## src/rtl/glb_host_xfer.sv

```systemverilog
// Host-side transfer engine: streams weights/activations into the GLB write
// ports, kicks the cluster, then drains psums out through a 2-entry FIFO.
//
// state     | meaning
// ----------+--------------------------------------------------------------
// IDLE      | waiting for cmd_go
// LOAD_W    | accepting NUM_WGHT weight beats, writing the GLB weight port
// LOAD_A    | accepting NUM_IACT activation beats, writing the GLB iact port
// START     | one-cycle cluster start pulse
// WAIT_COMP | waiting for compute_done
// DRAIN     | reading psums from the GLB and streaming them out
// FINISH    | one-cycle job_done pulse
module glb_host_xfer #(
  parameter int DATA_BITWIDTH = 16,
  parameter int ADDR_BITWIDTH = 10,
  parameter int NUM_WGHT      = 9,
  parameter int NUM_IACT      = 25,
  parameter int NUM_PSUM      = 9,
  parameter int WGHT_BASE     = 0,
  parameter int IACT_BASE     = 100,
  parameter int PSUM_BASE     = 0
) (
  input  logic                     clk,
  input  logic                     reset,
  input  logic                     cmd_go,
  output logic                     busy,
  output logic                     job_done,
  input  logic                     s_valid,
  output logic                     s_ready,
  input  logic [DATA_BITWIDTH-1:0] s_data,
  output logic                     write_en_wght,
  output logic [ADDR_BITWIDTH-1:0] w_addr_wght,
  output logic [DATA_BITWIDTH-1:0] w_data_wght,
  output logic                     write_en_iact,
  output logic [ADDR_BITWIDTH-1:0] w_addr_iact,
  output logic [DATA_BITWIDTH-1:0] w_data_iact,
  output logic                     start,
  input  logic                     compute_done,
  output logic                     read_req_psum,
  output logic [ADDR_BITWIDTH-1:0] r_addr_psum,
  input  logic [DATA_BITWIDTH-1:0] r_data_psum,
  output logic                     m_valid,
  input  logic                     m_ready,
  output logic [DATA_BITWIDTH-1:0] m_data,
  output logic                     m_last
);

  localparam int CNT_MAX_AP = (NUM_IACT > NUM_PSUM) ? NUM_IACT : NUM_PSUM;
  localparam int CNT_MAX    = (CNT_MAX_AP > NUM_WGHT) ? CNT_MAX_AP : NUM_WGHT;
  localparam int CW         = $clog2(CNT_MAX + 1);

  localparam logic [ADDR_BITWIDTH-1:0] W_BASE = ADDR_BITWIDTH'(WGHT_BASE);
  localparam logic [ADDR_BITWIDTH-1:0] A_BASE = ADDR_BITWIDTH'(IACT_BASE);
  localparam logic [ADDR_BITWIDTH-1:0] P_BASE = ADDR_BITWIDTH'(PSUM_BASE);

  typedef enum logic [2:0] {
    IDLE, LOAD_W, LOAD_A, START, WAIT_COMP, DRAIN, FINISH
  } state_t;

  state_t state, state_nx;

  logic [CW-1:0]            ld_cnt;
  logic [CW-1:0]            rd_cnt;
  logic [CW-1:0]            out_cnt;
  logic [DATA_BITWIDTH-1:0] fifo_mem [2];
  logic                     wr_ptr;
  logic                     rd_ptr;
  logic [1:0]               fifo_cnt;
  logic                     pend_q;
  logic                     beat;
  logic                     pop;
  logic                     issue;
  logic [2:0]               occ_nx;

  assign s_ready = (state == LOAD_W) || (state == LOAD_A);
  assign beat    = s_valid && s_ready;
  assign m_valid = (fifo_cnt != 2'd0);
  assign m_data  = m_valid ? fifo_mem[rd_ptr] : '0;
  assign m_last  = m_valid && (out_cnt == CW'(NUM_PSUM - 1));
  assign pop     = m_valid && m_ready;

  // Entries held after this edge plus the read still in the GLB pipe; a new
  // read is only issued when its data is guaranteed a free FIFO slot.
  assign occ_nx = {1'b0, fifo_cnt} + {2'b0, pend_q} + {2'b0, read_req_psum} - {2'b0, pop};
  assign issue  = (state_nx == DRAIN) && (rd_cnt < CW'(NUM_PSUM)) && (occ_nx < 3'd2);

  // State register.
  always_ff @(posedge clk) begin
    if (!reset) state <= IDLE;
    else        state <= state_nx;
  end

  // Next-state decode.
  always_comb begin
    state_nx = state;
    case (state)
      IDLE:      if (cmd_go) state_nx = LOAD_W;
      LOAD_W:    if (beat && (ld_cnt == CW'(NUM_WGHT - 1))) state_nx = LOAD_A;
      LOAD_A:    if (beat && (ld_cnt == CW'(NUM_IACT - 1))) state_nx = START;
      START:     state_nx = WAIT_COMP;
      WAIT_COMP: if (compute_done) state_nx = DRAIN;
      DRAIN:     if (pop && m_last) state_nx = FINISH;
      FINISH:    state_nx = IDLE;
      default:   state_nx = IDLE;
    endcase
  end

  // Registered status strobes, decoded from the upcoming state.
  always_ff @(posedge clk) begin
    if (!reset) begin
      busy     <= 1'b0;
      job_done <= 1'b0;
      start    <= 1'b0;
    end else begin
      busy     <= (state_nx != IDLE);
      job_done <= (state_nx == FINISH);
      start    <= (state_nx == START);
    end
  end

  // Load path: each accepted beat becomes one GLB write on the next cycle.
  always_ff @(posedge clk) begin
    if (!reset) begin
      ld_cnt        <= '0;
      write_en_wght <= 1'b0;
      w_addr_wght   <= '0;
      w_data_wght   <= '0;
      write_en_iact <= 1'b0;
      w_addr_iact   <= '0;
      w_data_iact   <= '0;
    end else begin
      write_en_wght <= beat && (state == LOAD_W);
      write_en_iact <= beat && (state == LOAD_A);
      if ((state == IDLE) && cmd_go) begin
        ld_cnt <= '0;
      end else if (beat) begin
        if (state == LOAD_W) begin
          w_addr_wght <= W_BASE + ADDR_BITWIDTH'(ld_cnt);
          w_data_wght <= s_data;
          ld_cnt      <= (ld_cnt == CW'(NUM_WGHT - 1)) ? '0 : ld_cnt + 1'b1;
        end else begin
          w_addr_iact <= A_BASE + ADDR_BITWIDTH'(ld_cnt);
          w_data_iact <= s_data;
          ld_cnt      <= (ld_cnt == CW'(NUM_IACT - 1)) ? '0 : ld_cnt + 1'b1;
        end
      end
    end
  end

  // Drain path: psum read issue, one-cycle return tracking and output FIFO.
  always_ff @(posedge clk) begin
    if (!reset) begin
      rd_cnt        <= '0;
      out_cnt       <= '0;
      read_req_psum <= 1'b0;
      r_addr_psum   <= '0;
      pend_q        <= 1'b0;
      wr_ptr        <= 1'b0;
      rd_ptr        <= 1'b0;
      fifo_cnt      <= 2'd0;
      fifo_mem[0]   <= '0;
      fifo_mem[1]   <= '0;
    end else begin
      read_req_psum <= issue;
      pend_q        <= read_req_psum;
      if ((state == IDLE) && cmd_go) begin
        rd_cnt  <= '0;
        out_cnt <= '0;
      end else begin
        if (issue) begin
          r_addr_psum <= P_BASE + ADDR_BITWIDTH'(rd_cnt);
          rd_cnt      <= rd_cnt + 1'b1;
        end
        if (pop) out_cnt <= out_cnt + 1'b1;
      end
      if (pend_q) begin
        fifo_mem[wr_ptr] <= r_data_psum;
        wr_ptr           <= ~wr_ptr;
      end
      if (pop) rd_ptr <= ~rd_ptr;
      fifo_cnt <= fifo_cnt + {1'b0, pend_q} - {1'b0, pop};
    end
  end

endmodule

```

## config.mk

```make
export PLATFORM = sky130hd
export DESIGN_NAME = glb_host_xfer
export DESIGN_NICKNAME = d
export VERILOG_FILES = /design/src/rtl/glb_host_xfer.sv
export SDC_FILE = /design/constraint.sdc
export NUM_CORES = 1
export LEC_CHECK = 0
export BUFFER_PORTS_ARGS = -buffer_cell sky130_fd_sc_hd__buf_2
export CAP_MARGIN = 20
export CORE_MARGIN = 5
export CORE_UTILIZATION = 48
export DETAILED_ROUTE_END_ITERATION = 16
export GPL_ROUTABILITY_DRIVEN = 0
export PLACE_DENSITY_LB_ADDON = 0.1
export SETUP_SLACK_MARGIN = 0.3
export SLEW_MARGIN = 30
export SYNTH_ARGS = -nofsm -noshare
export SYNTH_HDL_FRONTEND = slang
export SYNTH_SLANG_ARGS = --single-unit
```

## constraint.sdc

```tcl
create_clock -name clk -period 5.05 [get_ports clk]
set_clock_uncertainty 0.15 [all_clocks]
set_input_delay 0.2525 -clock clk [delete_from_list [all_inputs] [get_ports clk]]
set_output_delay 0.2525 -clock clk [all_outputs]
set_load 0.005 [all_outputs]
```

==> summary.txt <==
Logic synthesis
  • Cell taking the most area after synthesis: dfxtp_1
  • Ranking of synthesized cells by area: dfxtp_1 (33%), edfxtp_1 (20%), nand2_1 (8.2%)
  • Seq/Total Area, Yosys: 0.521
  • Main synth FF type: dfxtp_1
  • Post-Synth Simple-Gate Area: 0.214
  • Synthesized flop and latch total: 112
  • Synth unique cells: 49
  • Post-Syn Instances: 503
  • Avg Cell Area, Syn: 9.78 um2
  • Post-Synth XOR/XNOR Area: 0.0231
  • Compound-Gate Fraction of Synth Area: 0.103
  • Synthesized cell area: 4920 um2
  • Yosys synthesis warning count: 0
  • Post-synth ARST share: 0
  • Main combinational cell family by area after synthesis: simple AND/OR/NAND/NOR gates
  • Adder-Cell Fraction of Synth Area: 0.0346
  • Synth top area share: 0.326
  • Multiplexer share of the synthesized area: 0.0430
  • Post-synth EDFFs: 32

CTS
  • Cts repair resizes: 0
  • Clock latency on the worst-skew pair: 0.37 ns
  • Max Buffers Root-to-Sink: 2
  • Reg clk slew, reported paths: 0.11 ns
  • Number of buffers created by CTS: 9
  • H-tree depth: 3
  • CTS sink cnt: 112
  • Postcts setup bufs: 0
  • CTS tree: yes
  • Root buf cell: clkbuf_8

Global routing
  • GRT overflow: 0
  • First-pass GRT wire length: 17300 um
  • Vias in the first global route: 3597
  • Pin count of the biggest net entering global routing: 72
  • Initial antenna violation count: 0
  • Total GRT Usage: 0.170

Placed design
  • Post-DP Area: 5500 um2
  • Post-DP HPWL: 7210 um
  • Input/output buffers: 112
  • Place WS: 1.43 ns

Setup path
  • CP max FO: 7
  • Max incr delay on CP: 0.43 ns
  • CP max stage cell: or4_1
  • Required @ worst endpoint: 5.21 ns
  • Crit path DAT: 3.79 ns
  • CP endpoint kind: register
  • R2r endpoint: rd_cnt[2]
  • Critical path type: register to register
  • R2R Setup Slk: 1.42 ns
  • Reg-to-Reg Start: fifo_cnt[1]
  • Startpoint Class: register
  • Crit-path cells: o21ai_1, inv_1, ha_1, inv_1, ha_1, a21o_1, fa_1, xnor2_1, a2111oi_4, nand4_2, or4_1, a21oi_1
  • FF-to-FF path depth: 12

Timing
  • Actual slew at the worst max-slew pin: 0.965 ns
  • Tmin final: 3.63 ns
  • Post-route setup slack: 1.42 ns
  • Final max-slew violation count: 0
  • Final count of hold timing violations: 0
  • Total negative slack: 0 ns
  • RSZ-0062 raised after global routing: no
  • Setup violators final: 0
  • Final period utilization: 0.719
  • Fmax: 0.275 GHz
  • Relative slew slack: 0.356

Min path
  • Hold depth: 2
  • Hold Path Origin: r_data_psum[1]
  • HP Class: input pin to register
  • Hold Path End: fifo_mem[0][1]

Die
  • Die H: 111 um
  • Die W: 111 um
  • Die area: 12400 um2
  • Initial Util: 0.485
  • Core Region: 10100 um2
  • IO Count: 125
  • Row Count: 37

Route
  • Vias: 3694
  • DR pass1 iterations: 5
  • DRC marker count from the first detailed-route iteration: 142
  • Vias per inst: 4.82
  • DRC Markers: 0
  • Avg WL per Cell: 13.9 um
  • DRT antenna net count: 0
  • Drt total wl: 10700 um

Power
  • Max rail drop VDD: 0.000135 V
  • Net Switching: 522 uW
  • Seq pwr share: 0.537
  • Sw Share: 0.283
  • Combinational power share: 0.167
  • Internal power: 1.32 mW
  • Pwr Total: 1.85 mW
  • P_leak: 2.61 nW
  • Clock share of power: 0.296
  • Power per cell area: 309 nW/um2

Finish
  • Layout area overhead: 21.5%
  • Fill cells: 897
  • Fin nets: 676
  • Share of cells above drive strength 1: 0.227
  • Finished Cell Area: 5970 um2
  • Number of antenna diodes: 0

Run
  • Maxcap violations: 0

Outcome
  • Status: finished clean
==> cell families (layout without fill, tap and decap cells) <==
logic type,count (synthesis),in the layout
compound gates,66,66
fa+ha+maj,13,13
other cells,1,12
buf+inv,60,176
flops,112,112
xor+xnor,13,13
simple gates,217,217
mux,21,21
==> cells in the final DEF, fill, tap and decap left out, types with 18 or more instances in the layout <==
master | netlist | final
buf_2 | 0 | 112
inv_1 | 18 | 18
nand2_1 | 108 | 108
a21boi_0 | 41 | 41
and2_1 | 41 | 41
dlygate4sd3_1 | 0 | 26
dfxtp_1 | 80 | 80
nor2_1 | 35 | 35
edfxtp_1 | 32 | 32
mux2i_1 | 20 | 20
==> synthesized netlist by cell type (2+ instances only) <==
master / number
nand2_1: 108
dfxtp_1: 80
a21boi_0: 41
and2_1: 41
nor2_1: 35
edfxtp_1: 32
clkbuf_1: 25
mux2i_1: 20
inv_1: 18
buf_4: 13
ha_1: 12
xnor2_1: 7
a21oi_1: 6
xor2_1: 6
and3_1: 5
nand4_1: 5
o211a_1: 4
buf_6: 3
nand2b_1: 3
nand3_1: 3
o21ai_0: 3
a21o_1: 2
nand4bb_1: 2
o21ai_1: 2
o31ai_1: 2
or3_1: 2
==> critical path, delay by kind of cell, from the launching register on <==
family                     cells  cell delay (ns)
and+or+nand+nor                2             0.64
adders and majority gates      3             0.96
AOI/OAI and AO/OA              4             1.03
buffers and inverters          2             0.24
DFF                            1             0.37
xor gates and xnor gates       1             0.17
==> worst max-delay path by stage <==
stage,startpoint,slack (ns),to,depth (start not counted)
5_1_grt,fifo_cnt[1],1.16,rd_cnt[2],12
3_3_place_gp,fifo_cnt[1],1.55,rd_cnt[2],12
4_1_cts,fifo_cnt[1],1.41,rd_cnt[2],12
3_5_place_dp,fifo_cnt[1],1.43,rd_cnt[2],12
6_report,fifo_cnt[1],1.42,rd_cnt[2],12
2_1_floorplan,fifo_cnt[1],1.65,rd_cnt[2],13
==> repair_timing <==
| action | CTS | global route |
|---|---|---|
| endpoints found under the setup margin | 0 | 0 |
| endpoints found under the hold margin | 50 | 0 |
| hold buffers | 26 | 0 |
==> through the flow <==
stage,cells,hold WS (ns),util
2_1_floorplan,514,0.247,-
4_1_cts,766,0.00100,0.589
5_1_grt,766,0.0111,0.589
3_5_place_dp,724,0.268,0.542
3_3_place_gp,724,0.272,0.542
6_report,766,0.0168,0.589
==> cell type report <==
class	instances	area (um2)	area share
clock buffer	10	149	0.0249
clock inverter	6	62.6	0.0105
timing repair buffer	142	851	0.142
sequential	112	2560	0.429
tap	136	170	0.0285
inverter	18	67.6	0.0113
multi-input combinational	342	2110	0.354
==> registers in the layout, indices dropped and copies added (netlist names), 2 cells and up, named ones only <==
| register | flops |
|---|---|
| w_addr_wght | 5 |
| rd_cnt | 5 |
| w_data_iact | 16 |
| ld_cnt | 5 |
| r_addr_psum | 5 |
| w_addr_iact | 8 |
| fifo_cnt | 2 |
| state | 3 |
| w_data_wght | 16 |
| fifo_mem | 32 |
| out_cnt | 5 |
==> per-layer routing <==
layer / up-vias / wire length [um] / global-route usage / part of all wire
met2: 99 / 5080 / 0.282 / 0.48
met5: - / 0 / 0 / 0
li1: 1883 / - / - / -
met1: 1694 / 4610 / 0.204 / 0.43
met4: 0 / 220 / 0.0706 / 0.021
met3: 18 / 743 / 0.0508 / 0.070
==> power groups by stage <==
stage / registers [mW] / clock network (mW) / logic [mW]
after floorplan: 0.983 / 0 / 0.224
after global placement: 1.01 / 0 / 0.289
after detailed placement: 1.01 / 0 / 0.295
after CTS: 0.993 / 0.563 / 0.312
after global routing: 0.998 / 0.606 / 0.342
final: 0.992 / 0.546 / 0.307
Power figures use the tool's default switching activity.
